--- src/rtl/crossbar_arbiter.sv ---
// Packet-level round-robin arbiter for a 2-port crossbar: grants one packet at a
// time, pops the source FIFO as destination ready allows, and releases stalled grants.
module crossbar_arbiter #(
  parameter int TIMEOUT_CYCLES = 1024
) (
  input  logic       clk,
  input  logic       rst_n,
  input  logic       in_valid_0,
  input  logic       in_last_0,
  input  logic       in_valid_1,
  input  logic       in_last_1,
  input  logic       in_bcast_1,
  input  logic       out_ready_0,
  input  logic       out_ready_1,
  output logic [1:0] control_crossbar,
  output logic       pop_0,
  output logic       pop_1,
  output logic       out_valid_0,
  output logic       out_valid_1,
  output logic       timeout_err,
  output logic [1:0] o_dbg_state,
  output logic       o_dbg_rr
);

  localparam int CW = $clog2(TIMEOUT_CYCLES + 1);
  localparam logic [CW-1:0] LIM = CW'(TIMEOUT_CYCLES - 1);

  // State encoding doubles as the crossbar select, so the control output is registered for free.
  typedef enum logic [1:0] {
    S_IDLE = 2'b00,
    S_G0   = 2'b01,
    S_G1   = 2'b10,
    S_G1B  = 2'b11
  } state_t;

  state_t        r_state, w_next;
  logic          r_rr, w_rr_next;
  logic [CW-1:0] r_cnt, w_cnt_next;
  logic          r_timeout, w_timeout_fire;
  logic          w_src_valid, w_src_last, w_dst_ready, w_pop;

  // Handshake: a beat transfers in any cycle where the source valid and the ready of
  // every targeted output are all high; pop and out_valid are combinational for that cycle.
  always_comb begin
    w_src_valid = 1'b0;
    w_src_last  = 1'b0;
    w_dst_ready = 1'b0;
    case (r_state)
      S_G0: begin
        w_src_valid = in_valid_0;
        w_src_last  = in_last_0;
        w_dst_ready = out_ready_1;
      end
      S_G1: begin
        w_src_valid = in_valid_1;
        w_src_last  = in_last_1;
        w_dst_ready = out_ready_0;
      end
      S_G1B: begin
        w_src_valid = in_valid_1;
        w_src_last  = in_last_1;
        w_dst_ready = out_ready_0 & out_ready_1;
      end
      default: ;
    endcase
    w_pop = w_src_valid & w_dst_ready;
  end

  assign pop_0       = (r_state == S_G0) & w_pop;
  assign pop_1       = ((r_state == S_G1) | (r_state == S_G1B)) & w_pop;
  assign out_valid_0 = ((r_state == S_G1) | (r_state == S_G1B)) & in_valid_1;
  assign out_valid_1 = ((r_state == S_G0) & in_valid_0) | ((r_state == S_G1B) & in_valid_1);

  always_comb begin
    w_next         = r_state;
    w_rr_next      = r_rr;
    w_cnt_next     = '0;
    w_timeout_fire = 1'b0;
    if (r_state == S_IDLE) begin
      if (in_valid_0 && (!in_valid_1 || !r_rr)) begin
        w_next = S_G0;
      end else if (in_valid_1) begin
        w_next = in_bcast_1 ? S_G1B : S_G1;
      end
    end else if (w_pop) begin
      if (w_src_last) begin
        w_next    = S_IDLE;
        w_rr_next = (r_state == S_G0);
      end
    end else if (r_cnt == LIM) begin
      // Stalled packet stays in its FIFO and competes again from IDLE.
      w_next         = S_IDLE;
      w_rr_next      = (r_state == S_G0);
      w_timeout_fire = 1'b1;
    end else begin
      w_cnt_next = r_cnt + 1'b1;
    end
  end

  always_ff @(posedge clk or negedge rst_n) begin
    if (!rst_n) begin
      r_state   <= S_IDLE;
      r_rr      <= 1'b0;
      r_cnt     <= '0;
      r_timeout <= 1'b0;
    end else begin
      r_state   <= w_next;
      r_rr      <= w_rr_next;
      r_cnt     <= w_cnt_next;
      r_timeout <= w_timeout_fire;
    end
  end

  assign control_crossbar = r_state;
  assign timeout_err      = r_timeout;
  assign o_dbg_state      = r_state;
  assign o_dbg_rr         = r_rr;

endmodule
--- config.mk ---
export PLATFORM = sky130hd
export DESIGN_NAME = crossbar_arbiter
export DESIGN_NICKNAME = d
export VERILOG_FILES = /design/src/rtl/crossbar_arbiter.sv
export SDC_FILE = /design/constraint.sdc
export NUM_CORES = 1
export LEC_CHECK = 0
export CORE_MARGIN = 5
export CORE_UTILIZATION = 60
export CTS_BUF_LIST = sky130_fd_sc_hd__clkbuf_16
export CTS_CLUSTER_SIZE = 10
export DETAILED_ROUTE_END_ITERATION = 6
export DONT_BUFFER_PORTS = 1
export PLACE_DENSITY = 0.87
export SYNTH_ARGS = -nofsm -noshare
export SYNTH_HDL_FRONTEND = slang
export SYNTH_SLANG_ARGS = --single-unit
--- constraint.sdc ---
create_clock -name clk -period 3.3 [get_ports clk]
set_input_delay 0.825 -clock clk [delete_from_list [all_inputs] [get_ports clk]]
set_output_delay 0.825 -clock clk [all_outputs]
set_load 0.1 [all_outputs]
==> flow_metrics.tcl, run 1 <==
set metrics [dict create \
    status "finished, final reports clean" \
    antenna_left 0 \
    antenna_cells 0 \
    drv_cap 0 \
    worstPathMaxFanout 3 \
    hold_path.class "in2async" \
    critPathArrivalTime_ns 1.40 \
    ys_seq_area_frac 0.441 \
    critPathBufInv 1 \
    grt_antenna_before_repair 0 \
    top_usage_layer "met2" \
    ys.warnings.count 0 \
    pwr-share-clk 0.245 \
    cp_slowest_cell "and3_1" \
    nNetsFinal 98 \
    setup_violations 0 \
    synth_cells 83 \
    coreArea_um2 1320 \
    use_met1 0.187 \
    via_count 593 \
    grt_pass1_wl_mm 2.51 \
    post_drt_via_cell_ratio 5.81 \
    finalSetupTns_ns 0 \
    grt_max_degree 16 \
    final_common_cell "nor2_1" \
    yosysTopAreaCell "dfrtp_1" \
    peakVddDrop_mv 0.600 \
    rrSetupSlack_ns 1.47 \
    switchingPower_mw 0.463 \
    syn_avg_cell_area_um2 10.3 \
    die_w_um 47.7 \
    syn-cell-area_um2 851 \
    fmaxAchievable_mhz 449 \
    grt_util_met2 0.283 \
    powerDensity_nw_per_um2 965 \
    worst_pin_slew_ns 0.974 \
    routed_wirelength_mm 1.62 \
    gp_congestion 0.783 \
    postCtsHoldBufs 0 \
    end_kind "output port" \
    cellLeakagePower_nw 0.418 \
    fin_worst_skew_ns 0.00207 \
    grt-ovfl-total 0 \
    wl_per_cell_um 15.8 \
    drc_errors 0 \
    cp_top_family "simple AND/OR/NAND/NOR gates" \
    area_delta_synth_final_pct 14.3 \
    rows 13 \
    first_global_vias 596 \
    synthTopCellsByArea "dfrtp_1 (44%), nor2_1 (6.2%), xnor2_1 (6.2%)" \
    dpl.cell_count 98 \
    combPwrFrac 0.461 \
    postCtsSetupRepairBufs 0 \
    reg2reg_from "control_crossbar[1]$_DFFE_PN0P_" \
    cp_cell_sequence "nand2b_2 > and3_1 > buf_12" \
    numCtsBuffers 3 \
    post_cts_resized 0 \
    synthDistinctLibCells 33 \
    drtIter0Drc 8 \
    clockBufferDepth 2 \
    cts-htree-levels 1 \
    cts_root_buffer "clkbuf_16" \
    p_total_mw 0.938 \
    final-max-slew-violation-count 0 \
    fin_crit_sh 0.675 \
    rsz0062_at_grt "no" \
    slowest_delay_ns 0.22 \
    hpwl_mm 1.20 \
    buffer_ports.inserted 0 \
    yosysTopAreaCellShare 0.441 \
    path_clk_slew_ns 0.05 \
    ios 19 \
    startpoint_type "primary input" \
    clk_latency_ns 0.24 \
    die_area_um2 2270 \
    p_int_mw 0.475 \
    layout_common_cells "nor2_1 (14), dfrtp_1 (13), nand2_1 (7)" \
    drive_above_1_share 0.230 \
    fin_crit_ns 2.23 \
    initial_core_util 0.646 \
    worst-setup-path-type "in2out" \
    cts.sinks 15 \
    synth_fp_nets 93 \
    final_util 0.738 \
    die_h_um 47.7 \
    crit_start "out_ready_1" \
    p_seq_frac 0.294 \
    ys_seq_elements 15 \
    grt.total_usage 0.160 \
    fin_cells 102 \
    fin_hold_ws_ns 0.278 \
    cts_tree "yes" \
    netSwitchingFraction 0.494 \
    worstPathRequired_ns 2.47 \
    grt_use_met3 0.0376 \
    hold_viol_final 0 \
    drt_pass1_iterations 4 \
    maxSlewHeadroom 0.351 \
]
## final timing paths
check / endpoint / cells after the start
worst max-delay path: pop_1 / 3
worst min-delay path: control_crossbar[0]$_DFFE_PN0P_ / 0
worst max register to register: o_dbg_rr$_DFFE_PN0P_ / 5
worst min register to register: r_cnt[0]$_DFF_PN0_ / 1
max in group asynchronous: control_crossbar[1]$_DFFE_PN0P_ / 0
min in group clk: r_cnt[0]$_DFF_PN0_ / 1
## stage by stage
| step | instance area [µm²] | worst slack [ns] |
|---|---|---|
| after detailed placement | 892 | 1.08 |
| after global routing | 972 | 1.06 |
| after global placement | 892 | 1.08 |
| after CTS | 972 | 1.07 |
| final | 972 | 1.07 |
| after floorplan | 851 | 0.102 |
## layer usage
layer  wire [µm]  up-vias  part of all wire
li1            -      288                 -
met1         669      294              0.41
met2         879       11              0.54
met3          67        0             0.041
met4           0        0                 0
met5           0        -                 0
## registers in the layout, indices dropped and copies added, names as in the netlist
signal,flops
o_dbg_rr,1
control_crossbar,2
timeout_err,1
r_cnt,11
## power by group through the flow
| stage | clock network, mW | registers [mW] | logic, mW |
|---|---|---|---|
| finish | 0.230 | 0.276 | 0.433 |
| global route | 0.241 | 0.282 | 0.456 |
| CTS | 0.233 | 0.275 | 0.436 |
| detailed placement | 0 | 0.279 | 0.432 |
| global placement | 0 | 0.275 | 0.425 |
| floorplan | 0 | 0.332 | 0.336 |
## cells in the mapped netlist (all sizes together)
cell type   n
nor2       14
or2         1
dfrtp      15
nand3       3
nand4       1
and3        3
o21ai       5
inv         2
nand2b      1
and2b       1
nor3        1
a22oi       3
o22ai       1
and2        2
and4b       1
a31oi       1
xor2        2
o21a        1
nor4        1
ha          1
xnor2       6
o31ai       2
nor2b       1
a211o       1
mux2        1
nand2       7
buf         5
## logic make-up (layout without fill, tap and decap cells)
logic type | Yosys count | after routing | synth area share
flops | 15 | 15 | 0.441
fa+ha+maj | 1 | 1 | 0.0147
compound gates | 14 | 14 | 0.131
mux | 1 | 1 | 0.0176
buf+inv | 7 | 11 | 0.0588
simple gates | 37 | 37 | 0.254
xor+xnor | 8 | 8 | 0.0824
## area by class of cell
| type | instances | area, µm² |
|---|---|---|
| inverter | 2 | 7.51 |
| sequential | 15 | 378 |
| clock buffer | 3 | 75.1 |
| fill | 83 | 345 |
| clock inverter | 1 | 5.00 |
| multi-input combinational | 61 | 425 |
| timing repair buffer | 5 | 62.6 |
| tap | 15 | 18.8 |
Power figures use the tool's default switching activity.
==> run 2, diff against run 1 <==
- CORE_UTILIZATION: 60 -> 54
- PLACE_DENSITY: 0.87 -> 0.83
- clock period: 3.3 -> 1.9 ns (I/O delays scaled with it)
==> run 2 against run 1 <==
Cell area increased by 7.1%. Wire length increased by 17%. Register-to-register slack got worse by 1.3 ns. Global-route usage increased by 0.50 points. Worst setup slack got worse by 1.0 ns. Die area increased by 8.7%. Critical endpoint is now pop_0. Largest cell class unchanged.
==> flow_metrics.tcl, run 2 (synthesized netlist as in run 1, its figures left out) <==
set metrics [dict create \
    coreArea_um2 1510 \
    startpoint_type "flip-flop" \
    die_area_um2 2470 \
    wl_per_cell_um 17.3 \
    hold_path.class "in2reg" \
    worst_pin_slew_ns 0.681 \
    reg2reg_from "r_cnt[0]$_DFF_PN0_" \
    routed_wirelength_mm 1.88 \
    drive_above_1_share 0.280 \
    placed_area_um2 948 \
    gp_congestion 0.782 \
    numCtsBuffers 3 \
    status "finished, final reports clean" \
    cellLeakagePower_nw 0.449 \
    crit_start "control_crossbar[1]$_DFFE_PN0P_" \
    final_common_cell "nor2_1" \
    rsz0062_at_grt "no" \
    die_w_um 49.7 \
    top_register "r_cnt" \
    r2r_cells 6 \
    rrSetupSlack_ns 0.15 \
    critPathArrivalTime_ns 1.40 \
    hp-start "in_valid_0" \
    cts-htree-levels 1 \
    cp_top_family "flip-flops" \
    cp_cell_sequence "and4b_4 > buf_6" \
    fin_crit_ns 1.87 \
    grt_pass1_wl_mm 3.15 \
    grt_antenna_before_repair 0 \
    setup_violations 0 \
    drt_pass1_iterations 4 \
    hpwl_mm 1.40 \
    worstPathMaxFanout 12 \
    cts_root_buffer "clkbuf_16" \
    hold_viol_final 0 \
    ios 19 \
    grt_max_degree 16 \
    first_global_vias 661 \
    critPathBufInv 1 \
    cts_tree "yes" \
    grt-ovfl-total 0 \
    p_total_mw 1.71 \
    clk_latency_ns 0.24 \
    layout_common_cells "nor2_1 (14), dfrtp_1 (13), nand2_1 (7), buf_4 (7), xnor2_1 (6)" \
    initial_core_util 0.565 \
    pre_cts_ws_ns 0.175 \
    finish.instance_area_um2 1040 \
    maxSlewHeadroom 0.544 \
    postCtsSetupRepairBufs 0 \
    end_kind "output port" \
    antenna_cells 0 \
    cp_slowest_cell "dfrtp_4" \
    path_clk_slew_ns 0.05 \
    peakVddDrop_mv 0.969 \
    drv_cap 0 \
    post_drt_via_cell_ratio 5.62 \
    clockBufferDepth 2 \
    drc_errors 0 \
    fin_ws_ns 0.0287 \
    rows 14 \
    drtIter0Drc 12 \
    fillers 110 \
    buffer_ports.inserted 0 \
    fmaxAchievable_mhz 534 \
    reg2reg_to "control_crossbar[0]$_DFFE_PN0P_" \
    area_delta_synth_final_pct 22.4 \
    fin_worst_skew_ns 0.00175 \
    hold-path-cell-count 2 \
    grt.total_usage 0.165 \
    fin_crit_sh 0.985 \
    die_h_um 49.7 \
    via_count 613 \
    worst-setup-path-type "reg2out" \
    final-max-slew-violation-count 0 \
    whs_endpoint "control_crossbar[1]$_DFFE_PN0P_" \
    nNetsFinal 104 \
    powerDensity_nw_per_um2 1650 \
    largest_reg_flops 11 \
    slowest_delay_ns 0.53 \
    antenna_left 0 \
    cts.sinks 15 \
    worstPathRequired_ns 1.42 \
]
-- run 2: cell types whose count changed in the layout (fill, tap and decap cells not counted), sizes merged --
cell	previous run	this run
clkinv	1	0
dlygate4sd3	0	1
buf	5	10
inv	2	3
-- run 2: worst register-to-register path: stages, from the launching register on --
cell and delay (ns):
dfrtp_1 0.38, ha_1 0.23, nand4_1 0.22, nor4_4 0.38
nor2_1 0.13, o21ai_0 0.20, o31ai_1 0.10
-- run 2: what timing repair did --
item	in CTS	in global routing
hold buffers	1	0
endpoints found under the setup margin	1	0
endpoints found under the hold margin	15	0
resized for setup	1	0
-- run 2: area by class of cell --
| type | instances | area (µm²) | share of cell area |
|---|---|---|---|
| Clock inverter | 1 | 3.75 | 0.00361 |
| Tap cell | 16 | 20.0 | 0.0192 |
| Clock buffer | 3 | 75.1 | 0.0721 |
| Sequential cell | 15 | 383 | 0.368 |
| Inverter | 2 | 7.51 | 0.00721 |
| Timing Repair Buffer | 11 | 114 | 0.109 |
| Multi-Input combinational cell | 61 | 438 | 0.421 |
-- run 2: worst max-delay path by stage --
stage               slack [ns]  cells past startpoint                              end
finish                    0.03                      2                            pop_0
global placement          0.26                      2                            pop_0
floorplan                -0.16                      3                            pop_1
detailed placement        0.18                      5               r_cnt[7]$_DFF_PN0_
global route             0.004                      6  control_crossbar[0]$_DFFE_PN0P_
CTS                       0.05                      2                            pop_0
-- run 2: metal layers --
metal | part of all wire | wire [µm] | track usage
met1 | 0.41 | 774 | 0.194
met2 | 0.55 | 1040 | 0.290
met3 | 0.027 | 51 | 0.0331
met4 | 0.012 | 22 | 0.0611
met5 | 0 | 0 | 0
-- run 2: power breakdown --
part,switching (mW),internal (mW)
clock network,0.121,0.278
logic,0.622,0.220
registers,0.0920,0.381
total,0.835,0.879
-- run 2: per-stage QoR --
step           TNS, ns  utilization  hold WS [ns]  cells
6_report             0        0.691         0.428    109
2_1_floorplan   -0.316            -         0.179     83
3_3_place_gp         0        0.630         0.180    104
3_5_place_dp         0        0.630         0.180    104
4_1_cts              0        0.691         0.421    109
5_1_grt              0        0.691         0.427    109
==> run 3, diff against run 2 <==
- CELL_PAD_IN_SITES_DETAIL_PLACEMENT: default -> 1
- CELL_PAD_IN_SITES_GLOBAL_PLACEMENT: default -> 1
- CORE_UTILIZATION: 54 -> 40
- PLACE_DENSITY: 0.83 -> 0.81
==> run 3 against run 2 <==
Clock power increased by 2%. Die area increased by 28%. Highest routed layer unchanged. Worst setup slack improved by 0.026 ns. Critical path type unchanged. Count of clock-buffer cells in the layout unchanged.
==> flow_metrics.tcl, run 3 (synthesized netlist as in run 1, its figures left out) <==
set metrics [dict create \
    drv_cap 0 \
    critPathBufInv 1 \
    grt-ovfl-total 0 \
    grt_pass1_wl_mm 4.02 \
    slowest_delay_ns 0.53 \
    fmaxAchievable_mhz 542 \
    p_int_mw 0.883 \
    powerDensity_nw_per_um2 1650 \
    numCtsBuffers 3 \
    r2r_cells 5 \
    setup_violations 0 \
    fin_crit_ns 1.85 \
    post_drt_via_cell_ratio 5.38 \
    peakVddDrop_mv 0.627 \
    drc_errors 0 \
    final_util 0.529 \
    startpoint_type "flip-flop" \
    routed_wirelength_mm 2.32 \
    critPathArrivalTime_ns 1.37 \
    cp.depth 2 \
    initial_core_util 0.425 \
    area_delta_synth_final_pct 24.4 \
    cp_cell_sequence "and4b_4 > buf_8" \
    grt_antenna_before_repair 0 \
    drive_above_1_share 0.280 \
    fin_worst_skew_ns 0.00373 \
    worst_pin_slew_ns 0.711 \
    fin_crit_sh 0.971 \
    grt_max_degree 16 \
    routed-wl-met2_mm 1.28 \
    rows 16 \
    gp_congestion 0.746 \
    coreArea_um2 2000 \
    largest_reg_flops 11 \
    die_h_um 56.1 \
    hold-path-cell-count 2 \
    hold_viol_final 0 \
    first_global_vias 738 \
    wl_per_cell_um 19.3 \
    via_count 646 \
    hold_path.class "in2reg" \
    die_area_um2 3150 \
    final-max-slew-violation-count 0 \
    worstPathMaxFanout 13 \
    rsz0062_at_grt "no" \
    placed_area_um2 962 \
    buffer_ports.inserted 0 \
    postCtsSetupRepairBufs 0 \
    nNetsFinal 104 \
    cp_top_family "flip-flops" \
    end_kind "output port" \
    p_seq_frac 0.272 \
    cts.sinks 15 \
    cts_root_buffer "clkbuf_16" \
    drtIter0Drc 13 \
    m1WireLength_um 981 \
    p_total_mw 1.75 \
    path_clk_slew_ns 0.05 \
    drt_pass1_iterations 4 \
    switchingPower_mw 0.864 \
    die_w_um 56.1 \
    netSwitchingFraction 0.495 \
    antenna_left 0 \
    ios 19 \
    cts_tree "yes" \
    antenna_cells 0 \
    cp_slowest_cell "dfrtp_4" \
    hpwl_mm 1.51 \
    finish.instance_area_um2 1060 \
    worstPathRequired_ns 1.42 \
    maxSlewHeadroom 0.524 \
    status "finished, final reports clean" \
    final_common_cell "nor2_1" \
    clk_latency_ns 0.25 \
    cellLeakagePower_nw 0.451 \
    layout_common_cells "nor2_1 (14), dfrtp_1 (13), nand2_1 (7), buf_4 (7), xnor2_1 (6)" \
    top_register "r_cnt" \
    grt.total_usage 0.164 \
    clockBufferDepth 2 \
    met3_length_um 31 \
    pwr-share-clk 0.232 \
    cts-htree-levels 1 \
    dr.max_layer_used "met4" \
    combPwrFrac 0.496 \
    worst-setup-path-type "reg2out" \
]
[run 3: cell types whose count changed in the layout (fill, tap and decap cells not counted)]
cell / before / now
buf_8: 0 / 1
buf_6: 1 / 0
[run 3: final cells by class]
type	count	area (µm²)
fill	209	943
multi-input combinational	61	438
sequential	15	383
timing repair buffer	11	118
clock buffer	3	75.1
tap	27	33.8
inverter	2	7.51
clock inverter	1	3.75
[run 3: repair_timing]
item | in CTS | in global routing
endpoints found under the setup margin | 1 | 2
pin swaps | 0 | 1
gates resized for setup | 1 | 1
endpoints found under the hold margin | 15 | 0
hold buffers | 1 | 0
gates cloned | 0 | 0
[run 3: path summary, 6_finish.rpt]
| check | startpoint | end | slack, ns |
|---|---|---|---|
| max | control_crossbar[1]$_DFFE_PN0P_ | pop_0 | 0.05 |
| min | in_valid_0 | control_crossbar[1]$_DFFE_PN0P_ | 0.43 |
| max reg2reg | control_crossbar[0]$_DFFE_PN0P_ | o_dbg_rr$_DFFE_PN0P_ | 0.23 |
| min reg2reg | r_cnt[0]$_DFF_PN0_ | r_cnt[0]$_DFF_PN0_ | 0.50 |
| max in group asynchronous | rst_n | control_crossbar[0]$_DFFE_PN0P_ | 0.65 |
| min in group asynchronous | rst_n | r_cnt[7]$_DFF_PN0_ | 0.72 |
[run 3: power by group through the flow]
| stage | sequential (mW) | clock, mW | combinational [mW] |
|---|---|---|---|
| 6_report | 0.475 | 0.405 | 0.867 |
| 5_1_grt | 0.487 | 0.430 | 0.907 |
| 4_1_cts | 0.476 | 0.414 | 0.870 |
| 3_5_place_dp | 0.475 | 0 | 0.843 |
| 3_3_place_gp | 0.468 | 0 | 0.824 |
| 2_1_floorplan | 0.593 | 0 | 0.597 |
[run 3: metal layers]
| layer | up-vias | GRT usage |
|---|---|---|
| li1 | 302 | - |
| met1 | 329 | 0.190 |
| met2 | 10 | 0.302 |
| met3 | 5 | 0.0209 |
| met4 | 0 | 0.0644 |
| met5 | - | 0 |
[run 3: metrics by stage]
step / TNS, ns / setup WS [ns] / std cells / hold WS, ns
floorplan: -0.316 / -0.159 / 83 / 0.179
global placement: 0 / 0.253 / 115 / 0.180
detailed placement: 0 / 0.236 / 115 / 0.180
CTS: 0 / 0.0277 / 120 / 0.433
global route: 0 / 0.0194 / 120 / 0.461
finish: 0 / 0.0549 / 120 / 0.430
